`src/rtl/alu_arbiter.sv`:
```
// ============================================================================
// Module   : alu_arbiter
// Purpose  : Round-robin sharing of one combinational ALU between two
//            requesters. The winner's operands go to an issue register that
//            drives the ALU. The ALU result is captured one edge later into
//            that requester's response buffer, so the fixed latency is 2 cycles.
// Options  : define ALU_ARB_STATS_EN to add saturating grant/conflict counters.
// Revision : 1.0 - initial release
// ============================================================================
`default_nettype none

module alu_arbiter #(
  parameter int DATA_W = 32,
  parameter int CTRL_W = 4,
  parameter int STAT_W = 16
) (
  input  logic              i_clk,
  input  logic              i_rst_n,
  // requester 0
  input  logic              i_req0_valid,
  output logic              o_req0_ready,
  input  logic [DATA_W-1:0] i_req0_op1,
  input  logic [DATA_W-1:0] i_req0_op2,
  input  logic [CTRL_W-1:0] i_req0_ctrl,
  output logic              o_rsp0_valid,
  input  logic              i_rsp0_ready,
  output logic [DATA_W-1:0] o_rsp0_result,
  output logic              o_rsp0_zf,
  // requester 1
  input  logic              i_req1_valid,
  output logic              o_req1_ready,
  input  logic [DATA_W-1:0] i_req1_op1,
  input  logic [DATA_W-1:0] i_req1_op2,
  input  logic [CTRL_W-1:0] i_req1_ctrl,
  output logic              o_rsp1_valid,
  input  logic              i_rsp1_ready,
  output logic [DATA_W-1:0] o_rsp1_result,
  output logic              o_rsp1_zf,
`ifdef ALU_ARB_STATS_EN
  // statistics
  input  logic              i_stat_clr,
  output logic [STAT_W-1:0] o_stat_grant0,
  output logic [STAT_W-1:0] o_stat_grant1,
  output logic [STAT_W-1:0] o_stat_conflict,
`endif
  // shared ALU
  output logic [DATA_W-1:0] o_alu_op1,
  output logic [DATA_W-1:0] o_alu_op2,
  output logic [CTRL_W-1:0] o_alu_control,
  input  logic [DATA_W-1:0] i_alu_result,
  input  logic              i_alu_zf
);

  // Issue stage
  logic              issue_valid;
  logic              issue_owner;
  logic [DATA_W-1:0] issue_op1;
  logic [DATA_W-1:0] issue_op2;
  logic [CTRL_W-1:0] issue_ctrl;
  logic              rr_ptr;

  // Response buffers
  logic              rsp0_valid;
  logic [DATA_W-1:0] rsp0_result;
  logic              rsp0_zf;
  logic              rsp1_valid;
  logic [DATA_W-1:0] rsp1_result;
  logic              rsp1_zf;

  // Arbitration terms
  logic pend0;
  logic pend1;
  logic elig0;
  logic elig1;
  logic grant0;
  logic grant1;

  // Eligibility and round-robin grant; a requester with an op in flight, or an
  // undrained result, must sit out so its buffer is free when capture happens.
  always_comb begin
    pend0  = (issue_valid && !issue_owner) || (rsp0_valid && !i_rsp0_ready);
    pend1  = (issue_valid &&  issue_owner) || (rsp1_valid && !i_rsp1_ready);
    elig0  = i_req0_valid && !pend0;
    elig1  = i_req1_valid && !pend1;
    grant0 = 1'b0;
    grant1 = 1'b0;
    // Readies are forced low while reset is held.
    if (i_rst_n) begin
      if (!rr_ptr) begin
        if (elig0)      grant0 = 1'b1;
        else if (elig1) grant1 = 1'b1;
      end else begin
        if (elig1)      grant1 = 1'b1;
        else if (elig0) grant0 = 1'b1;
      end
    end
  end

  assign o_req0_ready = grant0;
  assign o_req1_ready = grant1;

  // Issue register: load the winner, otherwise go idle; pointer passes to the
  // other requester after every grant.
  always_ff @(posedge i_clk or negedge i_rst_n) begin
    if (!i_rst_n) begin
      issue_valid <= 1'b0;
      issue_owner <= 1'b0;
      issue_op1   <= '0;
      issue_op2   <= '0;
      issue_ctrl  <= '0;
      rr_ptr      <= 1'b0;
    end else if (grant0) begin
      issue_valid <= 1'b1;
      issue_owner <= 1'b0;
      issue_op1   <= i_req0_op1;
      issue_op2   <= i_req0_op2;
      issue_ctrl  <= i_req0_ctrl;
      rr_ptr      <= 1'b1;
    end else if (grant1) begin
      issue_valid <= 1'b1;
      issue_owner <= 1'b1;
      issue_op1   <= i_req1_op1;
      issue_op2   <= i_req1_op2;
      issue_ctrl  <= i_req1_ctrl;
      rr_ptr      <= 1'b0;
    end else begin
      issue_valid <= 1'b0;
    end
  end

  // The ALU sees zeros whenever nothing is issued.
  assign o_alu_op1     = issue_valid ? issue_op1  : '0;
  assign o_alu_op2     = issue_valid ? issue_op2  : '0;
  assign o_alu_control = issue_valid ? issue_ctrl : '0;

  // Requester 0 response buffer: a new capture takes priority over a drain.
  always_ff @(posedge i_clk or negedge i_rst_n) begin
    if (!i_rst_n) begin
      rsp0_valid  <= 1'b0;
      rsp0_result <= '0;
      rsp0_zf     <= 1'b0;
    end else if (issue_valid && !issue_owner) begin
      rsp0_valid  <= 1'b1;
      rsp0_result <= i_alu_result;
      rsp0_zf     <= i_alu_zf;
    end else if (rsp0_valid && i_rsp0_ready) begin
      rsp0_valid  <= 1'b0;
    end
  end

  // Requester 1 response buffer: a new capture takes priority over a drain.
  always_ff @(posedge i_clk or negedge i_rst_n) begin
    if (!i_rst_n) begin
      rsp1_valid  <= 1'b0;
      rsp1_result <= '0;
      rsp1_zf     <= 1'b0;
    end else if (issue_valid && issue_owner) begin
      rsp1_valid  <= 1'b1;
      rsp1_result <= i_alu_result;
      rsp1_zf     <= i_alu_zf;
    end else if (rsp1_valid && i_rsp1_ready) begin
      rsp1_valid  <= 1'b0;
    end
  end

  assign o_rsp0_valid  = rsp0_valid;
  assign o_rsp0_result = rsp0_result;
  assign o_rsp0_zf     = rsp0_zf;
  assign o_rsp1_valid  = rsp1_valid;
  assign o_rsp1_result = rsp1_result;
  assign o_rsp1_zf     = rsp1_zf;

`ifdef ALU_ARB_STATS_EN
  logic [STAT_W-1:0] stat_grant0;
  logic [STAT_W-1:0] stat_grant1;
  logic [STAT_W-1:0] stat_conflict;

  // Saturating event counters; clear wins over increment.
  always_ff @(posedge i_clk or negedge i_rst_n) begin
    if (!i_rst_n) begin
      stat_grant0   <= '0;
      stat_grant1   <= '0;
      stat_conflict <= '0;
    end else if (i_stat_clr) begin
      stat_grant0   <= '0;
      stat_grant1   <= '0;
      stat_conflict <= '0;
    end else begin
      if (grant0 && !(&stat_grant0))           stat_grant0   <= stat_grant0 + 1'b1;
      if (grant1 && !(&stat_grant1))           stat_grant1   <= stat_grant1 + 1'b1;
      if (elig0 && elig1 && !(&stat_conflict)) stat_conflict <= stat_conflict + 1'b1;
    end
  end

  assign o_stat_grant0   = stat_grant0;
  assign o_stat_grant1   = stat_grant1;
  assign o_stat_conflict = stat_conflict;
`endif

endmodule

`default_nettype wire

```
`config.mk`:
```
export PLATFORM = sky130hd
export DESIGN_NAME = alu_arbiter
export DESIGN_NICKNAME = d
export VERILOG_FILES = /design/src/rtl/alu_arbiter.sv
export SDC_FILE = /design/constraint.sdc
export NUM_CORES = 1
export LEC_CHECK = 0
export CORE_MARGIN = 2
export CORE_UTILIZATION = 43
export CTS_CLUSTER_DIAMETER = 200
export DETAILED_ROUTE_END_ITERATION = 16
export GPL_TIMING_DRIVEN = 1
export PLACE_DENSITY = 0.86
export SLEW_MARGIN = 0
export SYNTH_ARGS = -nofsm -noshare
export SYNTH_HDL_FRONTEND = slang
export SYNTH_SLANG_ARGS = --single-unit
```
`constraint.sdc`:
```
create_clock -name i_clk -period 5.2 [get_ports i_clk]
set_input_delay 1.3 -clock i_clk [delete_from_list [all_inputs] [get_ports i_clk]]
set_output_delay 1.3 -clock i_clk [all_outputs]
set_load 0.01 [all_outputs]
```
# Word-level counts from Yosys, hierarchy flattened
# Cells that the tools add are included.
# word_totals
output_inout_bits	138
reg_bits	139
wordCells	57
inputBits	175
# op_classes
n_reduce_logical	18
muxes	27
# ops
cell	n
$mux 32	6
$mux 1	18
$mux 4	3
$logic_and 1x1->1	8
$reduce_bool 2->1	3
$logic_not 1->1	5
$logic_or 1x1->1	2

# Longest topological paths before layout
# logic_depth
ltp_word	11
mapped_depth	8
depth_no_buf	5

# Worst setup path after synthesis
# Ideal clock, no wire load.
# synth_path
kind	input port to output port
from	in i_rsp1_ready
to	out o_req1_ready
required_time_ps	3900
path_buffers	2
setup_slack_ps	1707
cell_stages	5
t_arrival_ps	2193
cell_sequence	nand2b_1 -> and4_1 -> clkbuf_1 -> o31a_1 -> buf_2
# synth_between
elab_chain_cells	9
# synth_lines
item	line	rtl
start: declaration	36	input logic i_rsp1_ready,
$logic_not 1->1 *	82	pend1 = (issue_valid && issue_owner) || (rsp1_valid && !i_rsp1_ready);
$logic_and 1x1->1 *	82	
$logic_or 1x1->1 *	82	
$logic_not 1->1 *	84	elig1 = i_req1_valid && !pend1;
$logic_and 1x1->1 *	84	
$mux 1 *	91, 93	
$mux 1	90	if (elig0) grant0 = 1'b1;
$mux 1 *	89	if (!rr_ptr) begin
$mux 1 *	88	if (i_rst_n) begin
end: declaration	31	output logic o_req1_ready,
# Mark *: on every way between the ends. The rest lies on a longest branch, timed or not.

# Final worst setup path
# layout_path
from	in i_req0_valid
to	out o_req0_ready
# layout_between
elab_chain_cells	5
# layout_lines
item	line	rtl
start: declaration	20	input logic i_req0_valid,
$logic_and 1x1->1 *	83	elig0 = i_req0_valid && !pend0;
$mux 1 *	90, 94	
$mux 1	93	if (elig1) grant1 = 1'b1;
$mux 1 *	89	
$mux 1 *	88	
end: declaration	21	output logic o_req0_ready,
# Marked as above.

==> flow_summary_export.csv <==
group,metric,value,unit
run_status,outcome,"finished, final reports clean",
critical_path,crit_path_start_kind,"primary input",
power_and_ir_drop,seq_power_share,35.7,%
place,place.gp.congestion,0.858,
floorplan,rows,43,
cells_and_area,finalNonFillerCells,985,
floorplan,die_y,124,microns
synthesis,synth_area,0.00615,sq mm
synthesis,syn_inst,498,
critical_path,crit_required,3.90,ns
cells_and_area,final_area,0.00996,sq mm
critical_path,cp_slowest_cell,"clkdlybuf4s50_1",
cells_and_area,regArea,0.00348,sq mm
synthesis,ys_ff_latch,139,
power_and_ir_drop,p_clk_share,23.2,%
job,cap_violations,0,
drt,vias,5396,
timing,slew_headroom,35.9,%
cells_and_area,multi_input_area,0.00247,sq mm
cts,h-tree-depth,4,
drt,drc,0,
synthesis,yosysWarnings,0,
timing,fin_crit,4.51,ns
synthesis,synth.distinct_cells,28,
timing,skew,0.0146,ns
critical_path,crit_type,"in -> out",
drt,drtIter0Drc,354,
power_and_ir_drop,comb_power_share,41.1,%
global_route,grt_pass1_vias,5673,
synthesis,synthesis.nets,673,
cts,cts_tree,"done",
global_route,grt_antenna_before_repair,0,
drt,dr.pass1.iters,5,
global_route,grt_overflow,0,
timing,worst_pin_slew,0.962,ns
cts,cts_setup_buffers,0,
cts,cts_resized,0,
floorplan,die_w,124,microns
floorplan,num_io_pins,313,
synthesis,avgSynthCellArea,12.3,sq um
power_and_ir_drop,power_density,521,mW/mm^2
place,port_buffers,312,
critical_path,crit_top_cell,"clkdlybuf4s50_1",
critical_path,cp.arrival,3.21,ns
power_and_ir_drop,p_leak,4.29,nW
drt,route.detailed.wl_per_inst,20.9,microns
place,placedCellCount,954,
timing,setup_tns,0,ns
global_route,grt_max_degree,81,
critical_path,path_cells,"clkdlybuf4s50_1, nand2_1, or3_1, nor2_1, clkdlybuf4s50_1",
hold_path,hp-class,"reg -> reg",
cts,cts_inserted_buffers,17,
cells_and_area,nets,968,
cts,path_clk_slew,0.06,ns
drt,drt_wl_total,20600,microns
cts,postCtsHoldBufs,0,
global_route,grt_pass1_wl,30400,microns
floorplan,start_util,44.1,%
cts,cts_root_buf,"clkbuf_16",
cts,numClockSinks,139,
cts,cts_buffer_depth,2,
cells_and_area,drive_gt1_share,14.2,%
critical_path,end_kind,"output port",
power_and_ir_drop,p_sw_share,31.4,%
synthesis,seq_area_frac_synth,56.6,%
cells_and_area,syn_to_final_growth,62.0,%
place,place_area,0.00938,sq mm
floorplan,core_area,0.0139,sq mm
drt,antenna_left,0,
timing,report.final.slew_viol_count,0,
timing,rsz0062_at_grt,"false",
cts,clkLatencyLatePin,0.41,ns
timing,setup_viol,0,
cells_and_area,diodes,0,
critical_path,slowest_delay,0.57,ns
timing,hold_viol_final,0,
place,hpwl,14200,microns
power_and_ir_drop,power.internal,3.56,mW
power_and_ir_drop,vdd_drop_max,0.381,mV
power_and_ir_drop,netSwitchingPower,1.63,mW
timing,post-route-period-util,86.7,%
cells_and_area,fillers,925,
critical_path,cp_max_fo,13,
floorplan,die-area,0.0153,sq mm
timing,clock.fmax,222,MHz
drt,via_per_inst,5.48,
global_route,grt_usage,26.3,%
## per-stage QoR
stage | hold WS, ns | util [%] | setup slack, ns | power, mW
3_5_place_dp | 0.488 | 67.3 | 0.703 | 3.98
2_1_floorplan | 0.471 | - | 1.71 | 2.79
5_1_grt | 0.519 | 71.5 | 0.611 | 5.46
6_report | 0.505 | 71.5 | 0.692 | 5.19
3_3_place_gp | 0.487 | 67.3 | 0.758 | 3.91
4_1_cts | 0.507 | 71.5 | 0.692 | 5.23
## state kept, by name, summed over array words and instances, names as in the netlist
signal	count
issue_op1	32
issue_op2	32
o_rsp0_result	32
o_rsp1_result	32
issue_ctrl	4
issue_owner	1
issue_valid	1
o_rsp0_valid	1
o_rsp0_zf	1
o_rsp1_valid	1
o_rsp1_zf	1
rr_ptr	1
## cells in the mapped netlist
cell	n	area [sq um]
dfrtp_1	139	3480
and2_1	68	425
mux2_2	66	743
a221o_1	56	561
and3_1	56	350
clkbuf_1	33	124
a31oi_1	12	75.1
nand3_1	12	60.1
nor3_1	12	60.1
o21ai_1	7	35.0
buf_2	6	30.0
o21ai_0	5	25.0
buf_6	4	45.0
buf_1	3	11.3
a21o_1	2	15.0
and4_1	2	17.5
nand2_1	2	7.51
nor2_1	2	7.51
nor2b_1	2	12.5
inv_1	1	3.75
inv_2	1	3.75
nand2_2	1	6.26
nand2b_1	1	6.26
nand4_1	1	6.26
nor3_4	1	16.3
o31a_1	1	8.76
or2_1	1	6.26
or3_1	1	6.26
## area by class of cell
class | count | share of cell area (%)
multi-input cells | 311 | 24.8
well taps | 180 | 2.26
clock buffers | 17 | 4.27
flip-flops and latches | 139 | 34.9
repair buffers | 322 | 32.1
clock inverters | 14 | 1.58
inverters | 2 | 0.0754
## critical path, delay by kind of cell
| kind | cells | cell delay [ns] |
|---|---|---|
| buffers and inverters | 2 | 1.07 |
| and+or+nand+nor | 3 | 0.83 |
## per-layer routing
metal  track usage, %  vias up  wire, microns
met2             43.8      275          10200
met1             29.5     2649           7590
li1                 -     2432              -
met3             12.5       40           2330
met4             8.74        0            500
met5                0        -              0
## power by group through the flow
| stage | Clock, mW | Sequential [mW] | Combinational, mW |
|---|---|---|---|
| after floorplan | 0 | 1.93 | 0.860 |
| after global placement | 0 | 1.83 | 2.08 |
| after detailed placement | 0 | 1.86 | 2.12 |
| after CTS | 1.23 | 1.86 | 2.15 |
| after global routing | 1.28 | 1.91 | 2.27 |
| final | 1.20 | 1.86 | 2.13 |
## cell families after synthesis
| kind of cell | Yosys count | synth area share [%] |
|---|---|---|
| buf+inv | 48 | 3.54 |
| flops | 139 | 56.6 |
| compound gates | 83 | 11.7 |
| simple gates | 162 | 16.1 |
| mux | 66 | 12.1 |
## worst paths after layout
kind | cells after the start | endpoint | startpoint | slack (ns)
max | 5 | o_req0_ready | i_req0_valid | 0.69
min | 1 | issue_op2[27]$_DFFE_PN0P_ | issue_op2[27]$_DFFE_PN0P_ | 0.51
max reg2reg | 8 | issue_op1[3]$_DFFE_PN0P_ | issue_valid$_DFF_PN0_ | 2.10
min reg2reg | 1 | issue_op2[27]$_DFFE_PN0P_ | issue_op2[27]$_DFFE_PN0P_ | 0.51
max in group asynchronous | 3 | issue_op2[11]$_DFFE_PN0P_ | i_rst_n | 2.65
min in group asynchronous | 2 | issue_op1[25]$_DFFE_PN0P_ | i_rst_n | 1.14
## cells in the final DEF (no fill, tap or decap), types with 5 or more instances in the layout
master           instances
clkdlybuf4s50_1        311
o21ai_1                  7
mux2_2                  66
a31oi_1                 12
nor3_1                  12
and3_1                  56
o21ai_0                  5
buf_4                   10
a221o_1                 56
and2_1                  68
clkbuf_16               17
dfrtp_1                139
inv_6                    6
nand3_1                 12
Power figures use the tool's default switching activity.
